$ cat src/rtl/sdram_usb_reader.sv
// Read sequencer: fetches a programmed run of 32-word SDRAM bursts and fills sdram_to_usb blocks.
// Latency: each returned word appears on wr_en/wr_data exactly one cycle after its sd_rd_valid.
// Backpressure: wr_full is sampled only before a burst request; a block is never started without room.
module sdram_usb_reader #(
    parameter int ADDR_W = 24,
    parameter int CNT_W  = 16
) (
    input  logic              clk,
    input  logic              rst_n,
    input  logic              start,
    input  logic [ADDR_W-1:0] base_addr,
    input  logic [CNT_W-1:0]  block_cnt,
    input  logic              abort,
    output logic              busy,
    output logic              done,
    output logic [CNT_W-1:0]  blocks_done,
    output logic              sd_rd_req,
    output logic [ADDR_W-1:0] sd_rd_addr,
    input  logic              sd_rd_ack,
    input  logic [15:0]       sd_rd_data,
    input  logic              sd_rd_valid,
    output logic [4:0]        wr_addr,
    output logic [15:0]       wr_data,
    output logic              wr_en,
    output logic              wr_push,
    input  logic              wr_full
);

    typedef enum logic [2:0] {
        S_IDLE,
        S_CHECK,
        S_REQ,
        S_DATA,
        S_GAP,
        S_DRAIN
    } state_t;

    state_t            state_q, state_d;

    // Address of the next burst; advances by one block after each pushed block.
    logic [ADDR_W-1:0] addr_q, addr_d;
    // Number of blocks requested for this run.
    logic [CNT_W-1:0]  cnt_q, cnt_d;
    logic [CNT_W-1:0]  blocks_done_q, blocks_done_d;
    // Index of the next word expected from the current burst.
    logic [4:0]        wcnt_q, wcnt_d;

    logic              busy_q, busy_d;
    logic              done_q, done_d;
    logic              req_q, req_d;
    logic              wr_en_q, wr_en_d;
    logic              wr_push_q, wr_push_d;
    logic [4:0]        wr_addr_q, wr_addr_d;
    logic [15:0]       wr_data_q, wr_data_d;

    logic              word_last;

    // Block alignment is enforced by forcing the low address bits to zero, so they carry no state.
    logic              unused_base_lo;
    assign unused_base_lo = ^base_addr[4:0];

    // Next-state and next-output logic for the run sequencer.
    always_comb begin
        state_d       = state_q;
        addr_d        = addr_q;
        cnt_d         = cnt_q;
        blocks_done_d = blocks_done_q;
        wcnt_d        = wcnt_q;
        busy_d        = busy_q;
        done_d        = 1'b0;
        req_d         = req_q;
        wr_en_d       = 1'b0;
        wr_push_d     = 1'b0;
        wr_addr_d     = wr_addr_q;
        wr_data_d     = wr_data_q;
        word_last     = (wcnt_q == 5'd31);

        case (state_q)
            S_IDLE: begin
                // start is only honoured here, so a pulse during a run is dropped.
                if (start) begin
                    addr_d        = {base_addr[ADDR_W-1:5], 5'b0};
                    cnt_d         = block_cnt;
                    blocks_done_d = '0;
                    if (block_cnt == '0) begin
                        // Empty run completes immediately without touching SDRAM.
                        done_d = 1'b1;
                    end else begin
                        busy_d  = 1'b1;
                        state_d = S_CHECK;
                    end
                end
            end

            S_CHECK: begin
                if (abort) begin
                    busy_d  = 1'b0;
                    state_d = S_IDLE;
                end else if (!wr_full) begin
                    req_d   = 1'b1;
                    state_d = S_REQ;
                end
            end

            S_REQ: begin
                if (sd_rd_ack) begin
                    // An accepted burst always returns 32 words, so an abort
                    // coinciding with the ack must still drain them.
                    req_d   = 1'b0;
                    wcnt_d  = '0;
                    state_d = abort ? S_DRAIN : S_DATA;
                end else if (abort) begin
                    // Request not yet accepted: withdraw it outright.
                    req_d   = 1'b0;
                    busy_d  = 1'b0;
                    state_d = S_IDLE;
                end
            end

            S_DATA: begin
                if (sd_rd_valid) begin
                    wcnt_d = wcnt_q + 5'd1;
                end
                if (abort) begin
                    // The word arriving with the abort is swallowed, not written.
                    if (sd_rd_valid && word_last) begin
                        busy_d  = 1'b0;
                        state_d = S_IDLE;
                    end else begin
                        state_d = S_DRAIN;
                    end
                end else if (sd_rd_valid) begin
                    wr_en_d   = 1'b1;
                    wr_data_d = sd_rd_data;
                    wr_addr_d = wcnt_q;
                    if (word_last) begin
                        wr_push_d     = 1'b1;
                        blocks_done_d = blocks_done_q + CNT_W'(1);
                        addr_d        = addr_q + ADDR_W'(32);
                        state_d       = S_GAP;
                    end
                end
            end

            S_GAP: begin
                // The push is on the wires this cycle; wr_full is valid again by CHECK.
                if (blocks_done_q == cnt_q) begin
                    done_d  = 1'b1;
                    busy_d  = 1'b0;
                    state_d = S_IDLE;
                end else begin
                    state_d = S_CHECK;
                end
            end

            S_DRAIN: begin
                // Absorb the rest of the accepted burst; the partial block is never pushed.
                if (sd_rd_valid) begin
                    wcnt_d = wcnt_q + 5'd1;
                    if (word_last) begin
                        busy_d  = 1'b0;
                        state_d = S_IDLE;
                    end
                end
            end

            default: begin
                busy_d  = 1'b0;
                req_d   = 1'b0;
                state_d = S_IDLE;
            end
        endcase
    end

    // State and registered outputs; reset clears everything so a partial block is dropped.
    always_ff @(posedge clk or negedge rst_n) begin
        if (!rst_n) begin
            state_q       <= S_IDLE;
            addr_q        <= '0;
            cnt_q         <= '0;
            blocks_done_q <= '0;
            wcnt_q        <= '0;
            busy_q        <= 1'b0;
            done_q        <= 1'b0;
            req_q         <= 1'b0;
            wr_en_q       <= 1'b0;
            wr_push_q     <= 1'b0;
            wr_addr_q     <= '0;
            wr_data_q     <= '0;
        end else begin
            state_q       <= state_d;
            addr_q        <= addr_d;
            cnt_q         <= cnt_d;
            blocks_done_q <= blocks_done_d;
            wcnt_q        <= wcnt_d;
            busy_q        <= busy_d;
            done_q        <= done_d;
            req_q         <= req_d;
            wr_en_q       <= wr_en_d;
            wr_push_q     <= wr_push_d;
            wr_addr_q     <= wr_addr_d;
            wr_data_q     <= wr_data_d;
        end
    end

    assign busy        = busy_q;
    assign done        = done_q;
    assign blocks_done = blocks_done_q;
    assign sd_rd_req   = req_q;
    // addr_q only moves after a pushed block, so it is stable for the whole request.
    assign sd_rd_addr  = addr_q;
    assign wr_en       = wr_en_q;
    assign wr_push     = wr_push_q;
    assign wr_addr     = wr_addr_q;
    assign wr_data     = wr_data_q;

endmodule

$ cat config.mk
export PLATFORM = sky130hd
export DESIGN_NAME = sdram_usb_reader
export DESIGN_NICKNAME = d
export VERILOG_FILES = /design/src/rtl/sdram_usb_reader.sv
export SDC_FILE = /design/constraint.sdc
export NUM_CORES = 1
export LEC_CHECK = 0
export BUFFER_PORTS_ARGS = -buffer_cell sky130_fd_sc_hd__buf_2
export CAP_MARGIN = 20
export CORE_MARGIN = 2
export CORE_UTILIZATION = 48
export DETAILED_ROUTE_END_ITERATION = 6
export PLACE_DENSITY = 0.83
export SLEW_MARGIN = 20
export SYNTH_ARGS = -nofsm -noshare
export SYNTH_HDL_FRONTEND = slang
export SYNTH_SLANG_ARGS = --single-unit
$ cat constraint.sdc
create_clock -name clk -period 1.9 [get_ports clk]
set_input_delay 0.19 -clock clk [delete_from_list [all_inputs] [get_ports clk]]
set_output_delay 0.19 -clock clk [all_outputs]
set_load 0.02 [all_outputs]
==> flow_summary.ini, run 1 <==
[sta]
setup_slack_ns = -0.0631
post-route-period-util_pct = 103
max_freq_mhz = 509
slew_headroom_pct = 64.9
finalClockSkew_ns = 0.0110
finalCriticalPeriod_ns = 1.96
slew_viol_final = 0
hold_viol = 0
worstMarginPinSlew_ns = 0.522
rsz0062_at_grt = true
finalSetupTns_ns = -0.501
setup_viol = 16

[clock_tree]
clockBufferDepth = 2
cts_tree = yes
cts.sinks = 85
cts_root_buffer = clkbuf_8
clock_latency_ns = 0.37
cts_made_buffers = 9
htree_num_levels = 3
clk_pin_slew_ns = 0.09

[min_path]
hold_path_class = primary input to flip-flop
whs_path_depth = 3

[cells_and_area]
drive_gt1_share_pct = 36.1
diodes = 0
fin_nets = 679
area_growth_pct = 26.6
fin_area_sq_um = 5840
fin_cells = 746

[synthesis]
netlist_area_sq_um = 4610
syn_area_per_cell_sq_um = 9.61
yosys_warnings = 0
synth_top_area_share_pct = 46.1
yosys-top-cells-count = 85 x dfrtp_1, 73 x nand2_1, 25 x o21ai_0, 23 x mux2_2, 23 x nor2_1
synth_top_area_cell = dfrtp_1
async_reset_ff_share_pct = 100
synth_seq_cells = 85
yosysUniqueCellTypes = 61
synth_edf_count = 0
ys_top_cells_by_area = dfrtp_1 46%, nand2_1 5.9%, mux2_2 5.6%
yosysMostFrequentCell = dfrtp_1
synth-main-ff-cell = dfrtp_1
ys_seq_area_share_pct = 46.1
synthCells = 480

[pwr]
power.density_nw_per_um2 = 1370
peakVddDrop_v = 0.000627
p_total_mw = 8.01
p_leak_nw = 2.72

[critical_path]
ff2ff_setup_slack_ns = -0.06
worstPathRequired_ns = 2.19
rr_worst_depth = 8
worstSetupStartpoint = wcnt_q[1]
critical_path_class = flip-flop to flip-flop
worstReg2RegStart = wcnt_q[1]
crit_path_frequent_cell = and3_4
worstSetupEndpointType = flip-flop
crit_chain = ha_2, and3_4, ha_4, and3_4, a21oi_4, buf_12, or3_1, a21oi_2
r2r-end = blocks_done[10]
critical_path_cell_count = 8
cp-endpoint = blocks_done[10]
crit_buf_inv = 1
crit_arrival_ns = 2.26
cpPeakStageDelay_ns = 0.38
crit_family = simple AND/OR/NAND/NOR gates
cp_max_fo = 12
cpMaxStageDelayCell = dfrtp_1
cp-start-kind = flip-flop

[placed_design]
hpwl_mm = 8.59
place_area_sq_um = 5540
placed_cells = 727
io_buffers = 118
finalWeightedCongestion = 0.897
pre_cts_slack_ns = -0.0619

[floorplanning]
design.portCount = 129
fp-row-count = 35
die_x_um = 102
die_h_um = 102
die_area_sq_um = 10400
start_util_pct = 49.7
core_area_sq_um = 9280

[drt]
drtIter0Drc = 205
drc = 0
ant_nets = 0
dr_total_vias = 4280
via_per_inst = 5.74
firstDrtPassIters = 5
post_drt_wl_per_cell_um = 16.1
totalWireLength_mm = 12.0

[global_routing]
grt_start_max_net_pins = 41
grt_pass1_wl_mm = 19.1
grt_overflow = 0
grt_pass1_vias = 3972
grt_use_total_pct = 23.1
antenna_found_initial = 0

[job]
max-cap-violations = 0

[outcome]
outcome = complete, but fails checks
violations = negative setup slack
-- worst min-delay path, cell delays in order --
cell and delay, ns:
buf_2 0.09, nand2_1 0.04, nand2_1 0.05
-- cells in the final DEF, fill, tap and decap left out, types with 5 or more instances in the layout --
master / count
nand3_1: 20
and3_1: 6
and4_1: 5
or3_1: 5
buf_12: 7
buf_2: 117
clkbuf_8: 10
o21ai_0: 20
nor2_1: 23
or2_2: 7
conb_1: 5
inv_1: 6
xnor2_1: 16
buf_4: 27
a21oi_1: 18
nand2_1: 73
dfrtp_1: 85
nor4_1: 9
mux2i_1: 8
a31oi_1: 5
mux2_2: 23
nand4_1: 16
and2_1: 7
nor3_1: 7
xor2_1: 6
-- layer usage --
layer / wire (um) / up-vias / GRT usage, % / share of wire, %
met4: 172 / 0 / 7.28 / 1.4
met5: 0 / - / 0 / 0
met1: 5140 / 2098 / 31.4 / 43
met3: 726 / 19 / 4.58 / 6.0
li1: - / 2002 / - / -
met2: 5980 / 161 / 37.5 / 50
-- what timing repair did --
item / CTS / global route
hold endpoints to repair: 25 / 0
pin swaps: 1 / 0
setup buffers: 1 / 1
hold buffers: 1 / 0
resized for setup: 8 / 11
endpoints found under the setup margin: 19 / 29
-- cell families (layout without fill, tap and decap cells) --
group,Yosys count,after routing,share of synthesized area [%]
flops,85,85,46.1
mux,31,31,7.35
compound gates,93,93,13.0
xor+xnor,22,22,4.18
buf+inv,41,174,4.88
other cells,1,5,0.0813
simple gates,203,203,23.3
fa+ha+maj,4,4,1.08
-- area by class of cell --
| class | instances | area (sq um) |
|---|---|---|
| Sequential cell | 85 | 2130 |
| Multi-Input combinational cell | 358 | 2380 |
| Clock buffer | 10 | 138 |
| Clock inverter | 6 | 71.3 |
| Inverter | 6 | 22.5 |
| Timing Repair Buffer | 152 | 938 |
| Fill cell | 797 | 3440 |
| Tap cell | 129 | 161 |
-- where the power goes --
part | total [mW] | switching [mW] | internal [mW] | leakage [nW]
Sequential | 2.99 | 0.559 | 2.43 | 1.08
Combinational | 3.67 | 2.08 | 1.59 | 1.55
Clock | 1.34 | 0.690 | 0.652 | 0.0991
Total | 8.01 | 3.33 | 4.67 | 2.72
-- stage by stage --
| stage | util [%] | hold WS, ns |
|---|---|---|
| floorplan | - | -0.106 |
| global placement | 59.7 | 0.139 |
| detailed placement | 59.7 | 0.142 |
| CTS | 62.5 | 0.0285 |
| global route | 62.9 | 0.0348 |
| finish | 62.9 | 0.0402 |
-- worst min-delay path by stage --
stage / end / start / slack, ns
4_1_cts: cnt_q[12] / block_cnt[12] / 0.03
5_1_grt: cnt_q[15] / block_cnt[15] / 0.03
3_5_place_dp: blocks_done[10] / rst_n / 0.14
6_report: cnt_q[12] / block_cnt[12] / 0.04
2_1_floorplan: blocks_done[0] / rst_n / -0.11
3_3_place_gp: sd_rd_addr[23] / rst_n / 0.14
-- sequential cells by signal, summed over array words and instances (netlist names) --
| signal | cells |
|---|---|
| sd_rd_addr | 19 |
| blocks_done | 16 |
| cnt_q | 16 |
| wr_data | 16 |
| wcnt_q | 5 |
| wr_addr | 5 |
| state_q | 3 |
| busy | 1 |
| done | 1 |
| sd_rd_req | 1 |
| wr_en | 1 |
| wr_push | 1 |
(Power assumes the default switching activity.)
==> inputs of run 2 (changes only) <==
--- a/config.mk
+++ b/config.mk
@@ -8,9 +8,9 @@
 export BUFFER_PORTS_ARGS = -buffer_cell sky130_fd_sc_hd__buf_2
 export CAP_MARGIN = 20
 export CORE_MARGIN = 2
-export CORE_UTILIZATION = 48
+export CORE_UTILIZATION = 40
 export DETAILED_ROUTE_END_ITERATION = 6
-export PLACE_DENSITY = 0.83
+export PLACE_DENSITY = 0.66
 export SLEW_MARGIN = 20
 export SYNTH_ARGS = -nofsm -noshare
 export SYNTH_HDL_FRONTEND = slang
==> flow_summary.ini, run 2 (same netlist as run 1, synthesis figures left out) <==
[sta]
rsz0062_at_grt = true
max_freq_mhz = 512
finalSetupTns_ns = -0.120
finalCriticalPeriod_ns = 1.95
timing.hold.ws_ns = 0.0538
slew_viol_final = 0
hold_viol = 0
finalClockSkew_ns = 0.0107
setup_viol = 3
setup_slack_ns = -0.0544
post-route-period-util_pct = 103

[global_routing]
grt_use_total_pct = 19.9
grt_pass1_wl_mm = 20.1
antenna_found_initial = 0
grt_start_max_net_pins = 40
grt_pass1_vias = 4077
grt_overflow = 0

[job]
max-cap-violations = 0

[outcome]
violations = negative setup slack
outcome = complete, but fails checks

[clock_tree]
cts_made_buffers = 9
cts_root_buffer = clkbuf_16
clockBufferDepth = 2
cts.sinks = 85
cts_tree = yes
htree_num_levels = 3
clk_pin_slew_ns = 0.07
clock_latency_ns = 0.35

[placed_design]
place_area_sq_um = 5540
io_buffers = 118
pre_cts_slack_ns = -0.0143
finalWeightedCongestion = 0.847
hpwl_mm = 8.71

[cells_and_area]
register_area_sq_um = 2130
final_cell_mix = 117 x buf_2, 84 x dfrtp_1, 72 x nand2_1
area_growth_pct = 30.1
multi_input_area_sq_um = 2390
diodes = 0
drive_gt1_share_pct = 36.7
fin_nets = 686
fillers = 1039
largest_register_ffs = 19
layout_commonest_cell = buf_2
fin_area_sq_um = 6000

[critical_path]
crit_buf_inv = 1
worstSetupEndpointType = flip-flop
crit_family = simple AND/OR/NAND/NOR gates
crit_path_frequent_cell = and3_4
cpMaxStageDelayCell = or4_4
cp-start-kind = flip-flop
ff2ff_setup_slack_ns = -0.05
cp_max_fo = 15
r2r-end = blocks_done[9]
crit_arrival_ns = 2.22
critical_path_class = flip-flop to flip-flop
cpPeakStageDelay_ns = 0.40
crit_chain = ha_2, and3_4, ha_4, and3_4, a21oi_4, buf_12, or4_4, a21oi_1
rr_worst_depth = 8
worstSetupStartpoint = wcnt_q[0]
worstReg2RegStart = wcnt_q[0]
worstPathRequired_ns = 2.17

[pwr]
power.density_nw_per_um2 = 1420
p_total_mw = 8.55
p_leak_nw = 2.82
peakVddDrop_v = 0.000677

[drt]
drc = 0
via_per_inst = 5.50
dr_total_vias = 4222
totalWireLength_mm = 12.3
firstDrtPassIters = 6
post_drt_wl_per_cell_um = 16.0
ant_nets = 0
drtIter0Drc = 353

[min_path]
whs_path_depth = 3
min_to = cnt_q[6]
hold_path_class = primary input to flip-flop
hp-start = block_cnt[6]

[floorplanning]
fp-row-count = 39
die_h_um = 111
die_x_um = 111
die_area_sq_um = 12400
core_area_sq_um = 11300
design.portCount = 129
start_util_pct = 40.8
## run 2: cell count changes in the layout (fill, tap and decap cells not counted), sizes merged
cell,delta
inv,+2
clkinvlp,-1
clkbuf,-1
bufinv,+1
clkinv,-1
buf,+7
## run 2: per-stage QoR
stage / std cells / util [%]
6_report: 767 / 53.0
4_1_cts: 759 / 51.9
3_3_place_gp: 742 / 48.9
5_1_grt: 767 / 53.0
3_5_place_dp: 742 / 48.9
2_1_floorplan: 484 / -
## run 2: area by class of cell
class	count	share of cell area (%)
clock buffer	9	3.75
clock inverter	7	1.75
inverter	6	0.375
multi-input combinational	358	39.7
sequential	85	35.5
tap	143	2.98
timing repair buffer	159	15.9
## run 2: timing repair
action	in CTS	in global routing
setup buffers	0	8
setup endpoints to repair	3	26
hold endpoints to repair	29	0
pin swaps	0	8
hold buffers	1	0
gates resized for setup	1	14
cloned	0	0
## run 2: worst max path at each step
stage | to | slack (ns) | cells past startpoint
2_1_floorplan | blocks_done[7] | 0.02 | 9
3_3_place_gp | blocks_done[9] | 0.02 | 8
3_5_place_dp | blocks_done[9] | -0.01 | 8
4_1_cts | sd_rd_addr[18] | -0.03 | 8
5_1_grt | blocks_done[9] | -0.12 | 8
6_report | blocks_done[9] | -0.05 | 8
## run 2: per-layer routing
metal | routed length, um | part of all wire [%] | GRT usage (%)
met5 | 0 | 0 | 0
met1 | 5380 | 44 | 26.4
met4 | 192 | 1.6 | 6.75
met2 | 6140 | 50 | 32.8
met3 | 560 | 4.6 | 3.70
## run 2: worst register-to-register path: stages, from the launching register on
cell and delay, ns:
dfrtp_1 0.36, ha_2 0.19, and3_4 0.19, ha_4 0.14, and3_4 0.22, a21oi_4 0.07
buf_12 0.16, or4_4 0.40, a21oi_1 0.14
## run 2: report_power, final
group | switching (mW) | internal (mW) | total [mW]
clock | 0.790 | 1.17 | 1.96
sequential | 0.563 | 2.44 | 3.00
combinational | 2.04 | 1.54 | 3.59
==> inputs of run 3 (changes only) <==
--- a/config.mk
+++ b/config.mk
@@ -10,7 +10,7 @@
 export CORE_MARGIN = 2
 export CORE_UTILIZATION = 40
 export DETAILED_ROUTE_END_ITERATION = 6
-export PLACE_DENSITY = 0.66
+export PLACE_DENSITY = 0.63
 export SLEW_MARGIN = 20
 export SYNTH_ARGS = -nofsm -noshare
 export SYNTH_HDL_FRONTEND = slang
==> flow_summary.ini, run 3 (same netlist as run 1, synthesis figures left out) <==
[sta]
setup_slack_ns = -0.00993
rsz0062_at_grt = true
max_freq_mhz = 524
hold_viol = 0
finalClockSkew_ns = 0.0107
finalSetupTns_ns = -0.00993
post-route-period-util_pct = 101
slew_viol_final = 0
setup_viol = 1
finalCriticalPeriod_ns = 1.91

[placed_design]
hpwl_mm = 9.05
pre_cts_slack_ns = -0.0273
io_buffers = 118
finalWeightedCongestion = 0.828

[floorplanning]
start_util_pct = 40.8
fp-row-count = 39
design.portCount = 129
die_x_um = 111
die_area_sq_um = 12400
die_h_um = 111
core_area_sq_um = 11300

[critical_path]
crit_family = simple AND/OR/NAND/NOR gates
cp_max_fo = 15
worstReg2RegStart = wcnt_q[1]
worstPathRequired_ns = 2.18
crit_buf_inv = 1
cp-start-kind = flip-flop
cpMaxStageDelayCell = or4_4
cpPeakStageDelay_ns = 0.41
critical_path_class = flip-flop to flip-flop
crit_arrival_ns = 2.19
worstSetupStartpoint = wcnt_q[1]
crit_path_frequent_cell = and3_4
worstSetupEndpointType = flip-flop
crit_chain = ha_2, and3_4, ha_4, and3_4, a21oi_4, buf_12, or4_4, a21oi_2

[drt]
drc = 0
via_per_inst = 5.46
totalWireLength_mm = 12.5
dr_total_vias = 4211
firstDrtPassIters = 4
drtIter0Drc = 280
ant_nets = 0
post_drt_wl_per_cell_um = 16.2

[clock_tree]
clockBufferDepth = 2
cts_root_buffer = clkbuf_16
cts.sinks = 85
clk_pin_slew_ns = 0.07
clock_latency_ns = 0.35
cts_made_buffers = 9
htree_num_levels = 3
cts_tree = yes

[pwr]
p_int_mw = 5.11
clkPwrFrac_pct = 21.3
switching_power_mw = 3.35
switching_share_pct = 39.6
pwr-share-seq_pct = 35.2
pwr-share-comb_pct = 43.6
power.density_nw_per_um2 = 1410
p_leak_nw = 2.82
peakVddDrop_v = 0.000645

[min_path]
hold_path_class = primary input to flip-flop
hp-start = block_cnt[3]

[job]
max-cap-violations = 0

[cells_and_area]
area_growth_pct = 29.7
diodes = 0
final_cell_mix = 117 x buf_2, 85 x dfrtp_1, 73 x nand2_1
layout_commonest_cell = buf_2
fin_nets = 690
largest_register_ffs = 19
drive_gt1_share_pct = 35.8

[global_routing]
antenna_found_initial = 0
grt_use_total_pct = 20.2
grt_start_max_net_pins = 56
grt_pass1_wl_mm = 20.2
grt_pass1_vias = 4171
grt_overflow = 0

[outcome]
violations = negative setup slack
outcome = complete, but fails checks
-- run 3: repair_timing --
item                                    in CTS  in global routing
hold buffers                                 1                  0
resized for setup                            1                  3
endpoints found under the setup margin       4                 21
pin swaps                                    1                  4
gates cloned                                 0                  1
endpoints found under the hold margin       30                  0
setup buffers                                0                  4
-- run 3: metrics by stage --
step,instances,hold slack [ns],power [mW],cell area [sq um],util (%)
floorplan,484,-0.106,5.34,4710,-
global route,771,0.0521,9.04,5990,52.9
detailed placement,749,0.170,6.61,5600,49.5
global placement,749,0.166,6.50,5600,49.5
finish,771,0.0496,8.47,5990,52.9
CTS,766,0.0469,8.43,5920,52.3
-- run 3: final timing paths --
check / slack [ns] / endpoint / depth (start not counted)
worst max-delay path: -0.01 / blocks_done[9] / 8
worst min-delay path: 0.05 / cnt_q[3] / 3
worst max register to register: -0.01 / blocks_done[9] / 8
worst min register to register: 0.50 / wr_addr[0] / 1
max in group asynchronous: 0.92 / wr_addr[1] / 3
min in group asynchronous: 0.34 / blocks_done[10] / 2
-- run 3: final cells by class --
cell class / instances / area (sq um)
clock inverter: 5 / 60.1
tap: 143 / 179
fill: 1026 / 5340
inverter: 6 / 22.5
multi-input combinational: 358 / 2340
timing repair buffer: 163 / 1010
clock buffer: 11 / 243
sequential: 85 / 2130
-- run 3: routing by layer --
layer,part of all wire [%],track usage [%]
met1,43,25.6
met2,50,33.5
met3,5.0,4.90
met4,2.0,7.74
met5,0,0
-- run 3: power groups by stage --
stage               sequential [mW]  combinational, mW  clock, mW
floorplan                      3.41               1.94          0
global placement               2.97               3.53          0
detailed placement             3.00               3.61          0
CTS                            2.97               3.63       1.83
global route                   3.07               4.03       1.93
finish                         2.98               3.69       1.80
-- run 3: worst min-delay path: cells and delay by family --
family / cells / cell delay (ns)
AND/OR/NAND/NOR: 2 / 0.09
buffers and inverters: 1 / 0.09
